File: config.mk
export PLATFORM = sky130hd
export DESIGN_NAME = snoop_bus_arbiter
export DESIGN_NICKNAME = d
export VERILOG_FILES = /design/src/rtl/snoop_pkg.sv /design/src/rtl/snoop_arb_pick.sv /design/src/rtl/snoop_bus_arbiter.sv
export SDC_FILE = /design/constraint.sdc
export NUM_CORES = 1
export LEC_CHECK = 0
export ABC_AREA = 1
export CORE_MARGIN = 3
export CORE_UTILIZATION = 33
export CTS_BUF_LIST = sky130_fd_sc_hd__clkbuf_16
export DETAILED_ROUTE_END_ITERATION = 16
export MAX_ROUTING_LAYER = met4
export PLACE_DENSITY = 0.8
export SYNTH_ARGS = -nofsm -noshare
export SYNTH_HDL_FRONTEND = slang
export SYNTH_SLANG_ARGS = --single-unit
File: constraint.sdc
create_clock -name clock -period 2.45 [get_ports clock]
set_input_delay 0.245 -clock clock [delete_from_list [all_inputs] [get_ports clock]]
set_output_delay 0.245 -clock clock [all_outputs]
set_load 0.01 [all_outputs]
File: src/rtl/snoop_pkg.sv
`default_nettype none
// +----------------------------------------------------------------------------+
// | Package   : snoop_pkg                                                      |
// | Purpose   : Shared encodings for the snooping bus: coherence op codes and  |
// |             the arbiter FSM state values. Also used by cache controllers.  |
// | Revision  : 1.0  initial release                                           |
// +----------------------------------------------------------------------------+
package snoop_pkg;

  // Coherence operation encodings carried on req_op / bus_op
  localparam logic [1:0] OP_READ_MISS  = 2'b00;
  localparam logic [1:0] OP_WRITE_MISS = 2'b01;
  localparam logic [1:0] OP_INVALIDATE = 2'b10;
  localparam logic [1:0] OP_ILLEGAL    = 2'b11;

  // Arbiter FSM states
  localparam logic [2:0] ST_IDLE  = 3'd0;
  localparam logic [2:0] ST_BCAST = 3'd1;
  localparam logic [2:0] ST_SNOOP = 3'd2;
  localparam logic [2:0] ST_WB    = 3'd3;
  localparam logic [2:0] ST_MEM   = 3'd4;
  localparam logic [2:0] ST_DONE  = 3'd5;

endpackage
`default_nettype wire

File: src/rtl/snoop_arb_pick.sv
`default_nettype none
// +----------------------------------------------------------------------------+
// | Module    : snoop_arb_pick                                                 |
// | Purpose   : Combinational winner select for the snoop bus arbiter.         |
// |             Macro ARB_ROUND_ROBIN_EN: winner is the first requester at an  |
// |             index above last_owner_i, wrapping. Otherwise fixed priority,  |
// |             lowest index wins and last_owner_i does not exist.             |
// | Ports     : req_i        request vector                                    |
// |             last_owner_i previous owner index (round-robin build only)     |
// |             onehot_o     one-hot winner, zero when no request              |
// |             index_o      winner index                                      |
// | Revision  : 1.0  initial release                                           |
// +----------------------------------------------------------------------------+
module snoop_arb_pick #(
  parameter int NUM_CPU = 4,
  parameter int SRC_W   = 2
) (
  input  logic [NUM_CPU-1:0] req_i,
`ifdef ARB_ROUND_ROBIN_EN
  input  logic [SRC_W-1:0]   last_owner_i,
`endif
  output logic [NUM_CPU-1:0] onehot_o,
  output logic [SRC_W-1:0]   index_o
);

`ifdef ARB_ROUND_ROBIN_EN
  int c;

  // Scan offsets from farthest to nearest; the last hit (smallest offset
  // after last_owner_i) overwrites earlier ones and wins.
  always_comb begin
    onehot_o = '0;
    index_o  = '0;
    c        = 0;
    for (int k = NUM_CPU; k >= 1; k--) begin
      c = (int'(last_owner_i) + k) % NUM_CPU;
      if (req_i[c]) begin
        onehot_o    = '0;
        onehot_o[c] = 1'b1;
        index_o     = SRC_W'(c);
      end
    end
  end
`else
  // Highest index scanned first so the lowest requester is the final write.
  always_comb begin
    onehot_o = '0;
    index_o  = '0;
    for (int k = NUM_CPU - 1; k >= 0; k--) begin
      if (req_i[k]) begin
        onehot_o    = '0;
        onehot_o[k] = 1'b1;
        index_o     = SRC_W'(k);
      end
    end
  end
`endif

endmodule
`default_nettype wire

File: src/rtl/snoop_bus_arbiter.sv
`default_nettype none
// +----------------------------------------------------------------------------+
// | Module    : snoop_bus_arbiter                                              |
// | Purpose   : Arbitrates the shared snooping bus between NUM_CPU caches and  |
// |             sequences one coherence transaction at a time:                 |
// |             IDLE -> BCAST -> SNOOP -> [WB] -> [MEM] -> DONE -> IDLE.       |
// |             Macro ARB_ROUND_ROBIN_EN selects round-robin arbitration,      |
// |             otherwise fixed priority (lowest index wins).                  |
// | Ports     : clock, reset_n          clock / async active-low reset         |
// |             req, req_op, req_addr   per-CPU request, op, block address     |
// |             grant, done             one-hot owner / completion pulse       |
// |             bus_valid/op/addr/src   broadcast strobe and payload           |
// |             snoop_ack, snoop_wb     per-CPU snoop response                 |
// |             wb_done                 owner write-back finished              |
// |             mem_req, mem_ack        memory port handshake                  |
// | Revision  : 1.0  initial release                                           |
// +----------------------------------------------------------------------------+
module snoop_bus_arbiter
  import snoop_pkg::*;
#(
  parameter int NUM_CPU = 4,
  parameter int ADDR_W  = 16,
  parameter int SRC_W   = 2
) (
  input  logic                      clock,
  input  logic                      reset_n,
  input  logic [NUM_CPU-1:0]        req,
  input  logic [2*NUM_CPU-1:0]      req_op,
  input  logic [ADDR_W*NUM_CPU-1:0] req_addr,
  output logic [NUM_CPU-1:0]        grant,
  output logic [NUM_CPU-1:0]        done,
  output logic                      bus_valid,
  output logic [1:0]                bus_op,
  output logic [ADDR_W-1:0]         bus_addr,
  output logic [SRC_W-1:0]          bus_src,
  input  logic [NUM_CPU-1:0]        snoop_ack,
  input  logic [NUM_CPU-1:0]        snoop_wb,
  input  logic                      wb_done,
  output logic                      mem_req,
  input  logic                      mem_ack
);

  logic [2:0]         state_q, state_d;
  logic [1:0]         op_q,    op_d;
  logic [ADDR_W-1:0]  addr_q,  addr_d;
  logic [SRC_W-1:0]   src_q,   src_d;
  logic [NUM_CPU-1:0] ack_q,   ack_d;
  logic [NUM_CPU-1:0] wb_q,    wb_d;

  logic [NUM_CPU-1:0] win_oh;
  logic [SRC_W-1:0]   win_idx;
  logic [NUM_CPU-1:0] owner_oh;
  logic [NUM_CPU-1:0] ack_all;
  logic [NUM_CPU-1:0] wb_all;
  logic               active;

`ifdef ARB_ROUND_ROBIN_EN
  logic [SRC_W-1:0]   last_q, last_d;

  snoop_arb_pick #(.NUM_CPU(NUM_CPU), .SRC_W(SRC_W)) u_pick (
    .req_i        (req),
    .last_owner_i (last_q),
    .onehot_o     (win_oh),
    .index_o      (win_idx)
  );
`else
  snoop_arb_pick #(.NUM_CPU(NUM_CPU), .SRC_W(SRC_W)) u_pick (
    .req_i    (req),
    .onehot_o (win_oh),
    .index_o  (win_idx)
  );
`endif

  assign owner_oh = NUM_CPU'(1) << src_q;
  assign active   = (state_q != ST_IDLE);

  // Include this cycle's acks so SNOOP can exit without an extra cycle.
  // The owner never snoops itself: it counts as acked and its wb is ignored.
  // A write-back flag only counts when accompanied by its ack.
  assign ack_all = ack_q | snoop_ack | owner_oh;
  assign wb_all  = (wb_q | (snoop_wb & snoop_ack)) & ~owner_oh;

  always_comb begin
    state_d = state_q;
    op_d    = op_q;
    addr_d  = addr_q;
    src_d   = src_q;
    ack_d   = ack_q;
    wb_d    = wb_q;
`ifdef ARB_ROUND_ROBIN_EN
    last_d  = last_q;
`endif
    case (state_q)
      ST_IDLE: begin
        ack_d = '0;
        wb_d  = '0;
        if (|win_oh) begin
          op_d   = req_op[int'(win_idx)*2 +: 2];
          addr_d = req_addr[int'(win_idx)*ADDR_W +: ADDR_W];
          src_d  = win_idx;
`ifdef ARB_ROUND_ROBIN_EN
          last_d = win_idx;
`endif
          // Illegal ops never touch the bus; the owner just gets its done.
          state_d = (req_op[int'(win_idx)*2 +: 2] == OP_ILLEGAL) ? ST_DONE : ST_BCAST;
        end
      end
      ST_BCAST: state_d = ST_SNOOP;
      ST_SNOOP: begin
        ack_d = ack_q | snoop_ack;
        wb_d  = wb_q | (snoop_wb & snoop_ack);
        if (&ack_all) begin
          if (|wb_all)                    state_d = ST_WB;
          else if (op_q == OP_INVALIDATE) state_d = ST_DONE;
          else                            state_d = ST_MEM;
        end
      end
      // The write-back supplies the data, so memory access is skipped.
      ST_WB:   if (wb_done) state_d = ST_DONE;
      ST_MEM:  if (mem_ack) state_d = ST_DONE;
      ST_DONE: state_d = ST_IDLE;
      default: state_d = ST_IDLE;
    endcase
  end

  always_ff @(posedge clock or negedge reset_n) begin
    if (!reset_n) begin
      state_q <= ST_IDLE;
      op_q    <= '0;
      addr_q  <= '0;
      src_q   <= '0;
      ack_q   <= '0;
      wb_q    <= '0;
`ifdef ARB_ROUND_ROBIN_EN
      last_q  <= '0;
`endif
    end else begin
      state_q <= state_d;
      op_q    <= op_d;
      addr_q  <= addr_d;
      src_q   <= src_d;
      ack_q   <= ack_d;
      wb_q    <= wb_d;
`ifdef ARB_ROUND_ROBIN_EN
      last_q  <= last_d;
`endif
    end
  end

  // Outputs decode directly from registered state so reset clears them at once.
  assign grant     = active ? owner_oh : '0;
  assign done      = (state_q == ST_DONE) ? owner_oh : '0;
  assign bus_valid = (state_q == ST_BCAST);
  assign bus_op    = active ? op_q   : '0;
  assign bus_addr  = active ? addr_q : '0;
  assign bus_src   = active ? src_q  : '0;
  assign mem_req   = (state_q == ST_MEM);

endmodule
`default_nettype wire

# After elaboration in Yosys (flattened, before gate mapping)

Index checks and enable logic that the tools add are counted.

Logic and storage cells: 57
Bits in registers: 31
Input port bits: 88
Output and inout port bits: 30

Shift operators: 3
Eq/ne operators: 11
Mux-type cells: 23
Bitwise operators: 6
Reduce and logical (&&, ||, !) cells: 8

Operators with widths:

| cell                                                   | count |
|---|---|
| indexed part select 64 x 7 -> 16 bit                   | 1 |
| 2-to-1 mux 4 bit                                       | 6 |
| 2-to-1 mux 3 bit                                       | 6 |
| 2-to-1 mux 16 bit                                      | 1 |
| one-hot mux 4 bit (2 select lines)                     | 2 |
| one-hot mux 3 bit (5 select lines)                     | 1 |
| 2-to-1 mux 2 bit                                       | 6 |
| OR 4 bit                                               | 3 |
| AND 4 bit                                              | 2 |
| AND reduction 4 bit                                    | 2 |
| OR reduction 4 bit                                     | 2 |
| indexed part select 8 x 4 -> 2 bit                     | 1 |
| equality test 3 x 2 -> 1 bit (second input constant)   | 2 |
| equality test 3 bit (second input constant)            | 2 |
| inequality test 2 bit (second input constant)          | 3 |
| equality test 2 bit (second input constant)            | 2 |
| inverter 4 bit                                         | 1 |
| left shift 1 x 2 -> 4 bit (first input constant)       | 1 |
| equality test 3 x 1 -> 1 bit (second input constant)   | 1 |
| zero test 3 bit                                        | 1 |
| nonzero test 3 bit                                     | 1 |
| inequality test 2 x 1 -> 1 bit (second input constant) | 1 |
| AND reduction 2 bit                                    | 1 |
| nonzero test 2 bit                                     | 1 |
| 2-to-1 mux 1 bit                                       | 1 |

# Depth between registers and ports, before layout

Depth after elaboration: 9
Gate-level depth with buffers: 11
Gate-level depth less buffers: 11

# By module

Synthesis repeated with hierarchy kept, for this count alone.

Cells, all modules: 349
Area total of the unflattened synthesis: 2279.7 µm²

By module, submodules not included:

| module            | cells an instance | seq. area each (µm²) | area an instance (µm²) | times used |
|---|---|---|---|---|
| snoop_bus_arbiter | 334               | 775.7                | 2215.9                 | 1 |
| snoop_arb_pick    | 15                | 0.0                  | 63.8                   | 1 |

# Worst setup path before layout

Ideal clock, no wire load.

Path type: register to output
From: register state_q[0]
To: output port bus_addr[0]
Path buffers: 2
Cell stages (with the launch flop): 7
Required time: 2.205 ns
Path slack: 1.012 ns
Arrival time: 1.193 ns
Path through: dfrtp_1 nor2_4 inv_2 nor2_1 buf_4 buf_4 nor2_1

Word-level cells in the longest chain between the ends: 2

RTL lines:

| what                   | line                     | RTL |
|---|---|---|
| start, declared        | snoop_bus_arbiter.sv:43  | `logic [2:0] state_q, state_d;` |
| start signal, assigned | snoop_bus_arbiter.sv:138 | `state_q <= state_d;` |
| nonzero test 3 bit     | snoop_bus_arbiter.sv:75  | `assign active = (state_q != ST_IDLE);` |
| 2-to-1 mux 16 bit      | snoop_bus_arbiter.sv:155 | `assign bus_addr = active ? addr_q : '0;` |
| end, declared          | snoop_bus_arbiter.sv:34  | `output logic [ADDR_W-1:0] bus_addr,` |

No other way between the ends.

# Final worst setup path

From: register state_q[0]
To: output port bus_addr[14]

The elaborated chain is that of the path after synthesis.

==> impl_metrics.toml <==
[status]
outcome = "complete, no violations"

[logic_synthesis]
syn_nets = 426
synth_top_area_cell = "dfrtp_1"
ys_warn_count = 0
ys_ff_latch = 31
synthDominantCellAreaShare = 0.356
yosysSeqAreaShare = 0.356
synthesis.instances = 338
synth_top_family_by_area = "simple AND/OR/NAND/NOR gates"
synth_xor_area_frac = 0
synth_fa_ha_area_frac = 0
synth_cell_types = 22
netlist_top_cells_area = "dfrtp_1 (36%), nor2_1 (13%), nand2_1 (12%)"
synth.avg_cell_area_um2 = 6.45
synth.area.mux_share = 0
synth_compound_area_frac = 0.195
synthSimpleGateAreaFrac = 0.317
syn_area_um2 = 2180

[routing]
dr.pass1.iters = 4
route.met2.wl_um = 3380
wl_met1_um = 3030
dr_total_vias = 2515
drcViolationCount = 0
post_drt_wl_per_cell_um = 13.2
drt_iter0_drc = 100
wirelength_um = 6930
top_layer_used = "met4"
ant_nets = 0
route.met3.wl_um = 414
vias_per_cell = 4.78

[placed_design]
portBuffers = 117
dpl.hpwl_um = 5310
post_dp_cell_area_um2 = 3370
dpl.cell_count = 519
dp_worst_setup_slack_ns = 0.470
gp_congestion = 0.816

[finish]
final_area_um2 = 3500
drive_gt1_frac = 0.0599
antennaDiodeCount = 0
nNetsFinal = 539
area_delta_synth_final_pct = 60.7
final_cell_count_no_fill = 526

[worst_setup_path]
cp.required_ns = 2.20
cp_data_arrival_time_ns = 1.96
slowest_delay_ns = 0.50
r2r_setup_slack_ns = 0.88
endpoint_kind = "output port"
rr_worst_depth = 8
path_class = "reg2out"
r2r-start = "state_q[0]"
start_kind = "register"
worst_r2r_endpoint = "state_q[2]"
cp_cell_sequence = "nor2_4 > inv_2 > nor2_2 > buf_4 > nor2_1 > clkdlybuf4s50_1"
crit_path_start = "state_q[0]"
cp_slowest_cell = "clkdlybuf4s50_1"
cpLargestDelayFamily = "buffers and inverters"
worst-path-stages = 6
path_buf_inv = 3
critPathMaxFanout = 20

[cts]
clock_sinks = 31
clock_latency_ns = 0.27
hold_buffers = 0
ctsResizeCount = 0
cts_setup_buffers = 0
h-tree-depth = 2
path_clk_slew_ns = 0.05
cts_root_buf = "clkbuf_16"
cts_buffers = 5
cts_tree = "built"
clk_path_buf_depth = 2

[timing]
fin_crit_ns = 2.21
fin_setup_tns_ns = 0
fmax_ghz = 0.453
finClkSkew_ns = 0.00409
fin_ws_ns = 0.242
fin_crit_sh = 0.901
worst_slew_pin_slew_ns = 0.516
finalSetupViolations = 0
slew-limit-headroom = 0.655
rsz0062_at_grt = "no"
slew_viol_final = 0
final-hold-violation-count = 0

[global_route]
grt_max_degree = 40
grt.overflow.total = 0
grt_use_total = 0.194
grt_pass1_vias = 2498
antenna_found_initial = 0
grt_pass1_wl_um = 11500

[power]
total_leakage_power_nw = 1.59
powerDensity_nw_per_um2 = 941
p_total_mw = 3.30
vdd.ir_drop.worst_mv = 0.560

[die]
die_x_um = 87.3
start_util = 0.354
die_area_um2 = 7620
rows = 28
coreArea_um2 = 6170
pin_count = 118
die_height_um = 87.3

[min_path]
hold_class = "in2async"

[flow_run]
drv_cap = 0
-- synthesized netlist by cell type (all sizes together) --
library cell / number
nor2: 77
inv: 44
o22ai: 16
or2: 2
o21ai: 62
a21oi: 3
nor3: 3
buf: 17
dfrtp: 31
nand2: 71
nand3b: 1
nand3: 11
-- layout by cell type, fill, tap and decap left out, drive strengths merged --
cell type	instances
clkbuf	5
clkdlybuf4s50	117
nand2	71
o22ai	16
nor2	77
dfrtp	31
a21oi	3
inv	44
nand3b	1
or2	2
nor3	3
buf	6
nand3	11
clkinv	2
o21ai	62
-- through the flow --
stage	utilization	hold slack, ns
finish	0.568	0.368
CTS	0.568	0.381
floorplan	-	-0.0506
global placement	0.547	0.470
global route	0.568	0.403
detailed placement	0.547	0.476
-- power breakdown --
group | switching (mW) | leakage (nW) | internal, mW | total [mW]
Sequential | 0.117 | 0.391 | 0.755 | 0.872
Combinational | 1.00 | 1.13 | 0.860 | 1.86
Clock | 0.202 | 0.0671 | 0.364 | 0.565
-- registers in the layout, indices dropped and copies added (netlist names) --
name and flops:
addr_q 16, ack_q 4, wb_q 4, op_q 2, state_q 3, src_q 2
-- worst max-delay path by stage --
stage	end	slack, ns
floorplan	bus_addr[0]	1.01
global placement	addr_q[2]	0.53
detailed placement	addr_q[13]	0.47
CTS	bus_addr[14]	0.23
global route	bus_addr[11]	0.08
finish	bus_addr[14]	0.24
-- layout make-up --
class                   count  area, µm²
flip-flops and latches     31        776
clock inverters             2       8.76
fillers                   573       2660
clock buffers               5        125
inverters                  44        165
multi-input cells         246       1120
well taps                  75       93.8
repair buffers            123       1220
-- cells by family after synthesis --
| kind of cell | count (synthesis) |
|---|---|
| compound gates | 81 |
| flops | 31 |
| simple gates | 165 |
| buf+inv | 61 |
-- routing by layer --
layer,GRT usage,vias up
li1,-,1300
met1,0.246,1124
met2,0.314,83
met3,0.0416,8
met4,0.0516,0
met5,-,-
Power figures use the tool's default switching activity.
